### src/rtl/call_stack_ctrl.sv
// Return-address stack for call/return sequencing.
// Registered top-of-stack, depth tracking, sticky errors and FAULT lock.
module call_stack_ctrl #(
  parameter int i_adr_width             = 10,
  parameter int call_stack_size         = 8,
  parameter int call_stack_pointer_size = 3
) (
  input  logic                             clk,
  input  logic                             reset,
  input  logic                             op_call,
  input  logic                             op_return,
  input  logic [i_adr_width-1:0]           push_adr,
  input  logic                             err_clr,
  output logic [i_adr_width-1:0]           ret_adr,
  output logic [call_stack_pointer_size:0] depth,
  output logic                             empty,
  output logic                             full,
  output logic                             overflow,
  output logic                             underflow,
  output logic                             fault
);

  localparam int PW = call_stack_pointer_size;
  localparam logic [PW:0] FULL_D = (PW+1)'(call_stack_size);

  typedef enum logic {RUN, FAULT} state_t;

  state_t state_q, state_d;

  logic [i_adr_width-1:0] stack [call_stack_size];
  logic [PW:0] dm1, dm2;

  logic active;
  logic push_en, repl_en, pop_en;
  logic ovf_ev, unf_ev;

  assign empty = (depth == '0);
  assign full  = (depth == FULL_D);
  assign fault = (state_q == FAULT);

  assign dm1 = depth - 1'b1;
  assign dm2 = depth - 2'd2;

  always_comb begin
    active  = 1'b0;
    push_en = 1'b0;
    repl_en = 1'b0;
    pop_en  = 1'b0;
    ovf_ev  = 1'b0;
    unf_ev  = 1'b0;
    state_d = state_q;
    active  = (state_q == RUN) && !err_clr;
    // A combined call+return on an empty stack degrades to a plain push.
    unique case (1'b1)
      (op_call && !op_return): begin
        push_en = active && !full;
        ovf_ev  = active && full;
      end
      (op_call && op_return): begin
        push_en = active && empty;
        repl_en = active && !empty;
      end
      (!op_call && op_return): begin
        pop_en = active && !empty;
        unf_ev = active && empty;
      end
      default: ;
    endcase
    if (err_clr)
      state_d = RUN;
    else if (ovf_ev || unf_ev)
      state_d = FAULT;
  end

  always_ff @(posedge clk or negedge reset) begin
    if (!reset) begin
      state_q   <= RUN;
      depth     <= '0;
      ret_adr   <= '0;
      overflow  <= 1'b0;
      underflow <= 1'b0;
    end else begin
      state_q <= state_d;
      if (err_clr) begin
        overflow  <= 1'b0;
        underflow <= 1'b0;
      end else begin
        if (ovf_ev) overflow  <= 1'b1;
        if (unf_ev) underflow <= 1'b1;
      end
      if (push_en) begin
        depth   <= depth + 1'b1;
        ret_adr <= push_adr;
      end else if (repl_en) begin
        ret_adr <= push_adr;
      end else if (pop_en) begin
        depth   <= dm1;
        ret_adr <= (depth >= 2) ? stack[dm2[PW-1:0]] : '0;
      end
    end
  end

  // Storage carries no reset; depth alone defines which entries are valid.
  always_ff @(posedge clk) begin
    if (push_en)
      stack[depth[PW-1:0]] <= push_adr;
    else if (repl_en)
      stack[dm1[PW-1:0]] <= push_adr;
  end

endmodule

### config.mk
export PLATFORM = sky130hd
export DESIGN_NAME = call_stack_ctrl
export DESIGN_NICKNAME = d
export VERILOG_FILES = /design/src/rtl/call_stack_ctrl.sv
export SDC_FILE = /design/constraint.sdc
export NUM_CORES = 1
export LEC_CHECK = 0
export ABC_AREA = 1
export BUFFER_PORTS_ARGS = -buffer_cell sky130_fd_sc_hd__buf_4
export CORE_ASPECT_RATIO = 2
export CORE_MARGIN = 2
export CORE_UTILIZATION = 47
export DETAILED_ROUTE_END_ITERATION = 10
export PLACE_DENSITY = 0.63
export SLEW_MARGIN = 20
export SYNTH_ARGS = -nofsm -noshare
export SYNTH_HDL_FRONTEND = slang
export SYNTH_SLANG_ARGS = --single-unit
### constraint.sdc
create_clock -name clk -period 3.1 [get_ports clk]
set_clock_uncertainty 0.15 [all_clocks]
set_input_delay 0.62 -clock clk [delete_from_list [all_inputs] [get_ports clk]]
set_output_delay 0.62 -clock clk [all_outputs]
set_load 0.005 [all_outputs]
==> results.sh <==
export IMPL_cts_made_buffers=9
export IMPL_drc=0
export IMPL_synth_nets=483
export IMPL_synth_seq_cells=97
export IMPL_hpwl_um=6833
export IMPL_hp_class="input port to flop"
export IMPL_ios=34
export IMPL_status="finished clean"
export IMPL_antenna_found_initial=0
export IMPL_clkTransAtPathRegs_ns=0.07
export IMPL_clkLatencyLatePin_ns=0.34
export IMPL_cts_root_buf="clkbuf_16"
export IMPL_p_per_area_nw_per_um2=917.7
export IMPL_final_hold_violation_count=0
export IMPL_r2r_start="depth[0]"
export IMPL_layout_drive_gt1_share=0.1496
export IMPL_synth_warnings=0
export IMPL_synth_top_area_share=0.5348
export IMPL_ys_top_cells_by_count="nand2_1, edfxtp_1, nand3_1, inv_1, nor2_1"
export IMPL_ys_seq_area_frac=0.6295
export IMPL_crit_chain="inv_1 > ha_1 > nand2_2 > nand3_4 > inv_1 > nand2_1 > o21ai_0 > inv_1 > nand2_1 > nor2_1 > buf_4"
export IMPL_areaGrowthSynthToFinish_pct=16.60
export IMPL_worstPathArrival_ns=2.36
export IMPL_clock_path_buffers=2
export IMPL_async_flop_share=0.1753
export IMPL_synth_cell_types=26
export IMPL_startpoint_type="flop"
export IMPL_cellLeakagePower_nw=2.307
export IMPL_crit_start="depth[0]"
export IMPL_fill_cells=821
export IMPL_die_area_um2=10400
export IMPL_grt_util_all_layers=0.2047
export IMPL_finalCritPeriodShare=0.7935
export IMPL_postSynthCellCount=461
export IMPL_cts_tree="built"
export IMPL_num_nets_final=525
export IMPL_vdd_ir_drop_max_v=0.0006711
export IMPL_layout_min_cycle_time_ns=2.460
export IMPL_core_um2=9321
export IMPL_path_max_fanout=7
export IMPL_critPathKind="flop to flop"
export IMPL_grt_pass1_vias=3111
export IMPL_diodes=0
export IMPL_cts_sinks=97
export IMPL_num_vias=3162
export IMPL_grt_max_degree=47
export IMPL_grt_pass1_wl_um=15680
export IMPL_fmax_mhz=406.5
export IMPL_setup_viol=0
export IMPL_slew_violations=0
export IMPL_worst_r2r_endpoint="stack[6][7]"
export IMPL_power_mw=4.806
export IMPL_wirelength_um=9823
export IMPL_hold_worst_slack_ns=0.3163
export IMPL_synth_area_leader_cell="edfxtp_1"
export IMPL_hold_path_end="fault"
export IMPL_wl_per_cell_um=16.05
export IMPL_viasPerCell=5.167
export IMPL_hold_path_depth=2
export IMPL_ant_nets=0
export IMPL_cp_common_cell="inv_1"
export IMPL_slowest_delay_ns=0.38
export IMPL_setup_tns_ns=0
export IMPL_grt_overflow=0
export IMPL_die_w_um=73.13
export IMPL_crit_path_end_kind="flop"
export IMPL_critical_path_required_ns=3.00
export IMPL_synth_area_um2=4492
export IMPL_drtPass1Iterations=4
export IMPL_cap_viol_max_count=0
export IMPL_placementRows=50
export IMPL_gp_congestion=0.8217
export IMPL_worst_pin_slew_ns=0.5190
export IMPL_start_util=0.4819
export IMPL_min_delay_start="err_clr"
export IMPL_numPortBuffers=33
export IMPL_synth_most_common_cell="nand2_1"
export IMPL_die_h_um=142.3
export IMPL_avgSynthCellArea_um2=9.744
export IMPL_final_util=0.5619
export IMPL_synth_area_leaders="edfxtp_1, nand2_1, dfrtp_1, nand3_1, inv_1"
export IMPL_rr_worst_depth=11
export IMPL_timing_slew_headroom=0.6540
export IMPL_dominantRegCellSynth="edfxtp_1"
export IMPL_rsz0062_at_grt="false"
export IMPL_drtIter0Drc=211
export IMPL_htree_levels=3
export IMPL_synth_edf_count=80
export IMPL_slowest_stage="dfrtp_1"
export IMPL_r2r_setup_slack_ns=0.64
[metal layers]
layer  up-vias  track usage  part of all wire
met5         -            0                 0
met4         0       0.1023             0.028
met3        21      0.04533             0.038
li1       1572            -                 -
met2        92       0.3499              0.54
met1      1477       0.2343              0.39
[timing repair]
action | 4_1_cts | 5_1_grt
hold buffers | 1 | 0
resized for setup | 0 | 0
hold endpoints to repair | 17 | 0
setup buffers | 0 | 0
[worst max path at each step]
stage / to / slack (ns)
after floorplan: stack[1][0] / 0.29
after detailed placement: stack[6][4] / 0.56
after global placement: stack[6][3] / 0.59
after global routing: stack[6][6] / 0.43
final: stack[6][7] / 0.64
after CTS: stack[6][7] / 0.60
[layout by cell type (no fill, tap or decap), drive strengths merged, types with 4 or more instances in the layout]
cell type / count
nand3: 67
inv: 58
edfxtp: 80
buf: 47
nand2: 141
xor2: 4
dfrtp: 17
clkbuf: 9
nor2: 55
ha: 7
o21ai: 11
[where the power goes]
part | internal [mW] | total (mW) | leakage [nW] | switching, mW
combinational | 0.656 | 1.85 | 1.21 | 1.20
sequential | 1.60 | 1.69 | 0.926 | 0.0895
clock | 0.790 | 1.26 | 0.168 | 0.471
total | 3.05 | 4.81 | 2.31 | 1.76
[stage by stage]
stage	setup WS [ns]	std cells	area (um^2)
floorplan	0.2916	461	4492
global placement	0.5901	595	4886
detailed placement	0.5555	595	4886
CTS	0.5985	612	5238
global route	0.4266	612	5238
finish	0.6402	612	5238
[layout make-up]
cell class | instances | area, um^2 | share of cell area
Sequential cell | 97 | 2828 | 0.5399
Tap cell | 104 | 130.1 | 0.02484
Inverter | 57 | 214.0 | 0.04085
Clock buffer | 9 | 225.2 | 0.04300
Clock inverter | 7 | 116.4 | 0.02222
Timing Repair Buffer | 48 | 362.8 | 0.06928
Multi-Input combinational cell | 290 | 1361 | 0.2599
[state kept, by name, indices dropped and copies added, names as in the netlist]
register   flops
stack         80
overflow       1
underflow      1
ret_adr       10
depth          4
fault          1
[worst max-delay path: cells and delay by family (launching register included)]
| family | cells | cell delay (ns) |
|---|---|---|
| fa+ha+maj | 1 | 0.30 |
| compound gates | 1 | 0.13 |
| flops | 1 | 0.38 |
| buf+inv | 4 | 0.52 |
| simple gates | 5 | 0.69 |
[cell families after synthesis]
group / share of synthesized area
adder cells (fa/ha/maj): 0.01950
buffers and inverters: 0.06741
flip-flops: 0.6295
AO/OA/AOI/OAI: 0.01365
XOR/XNOR: 0.009749
AND/OR/NAND/NOR: 0.2602
Power figures use the tool's default switching activity.
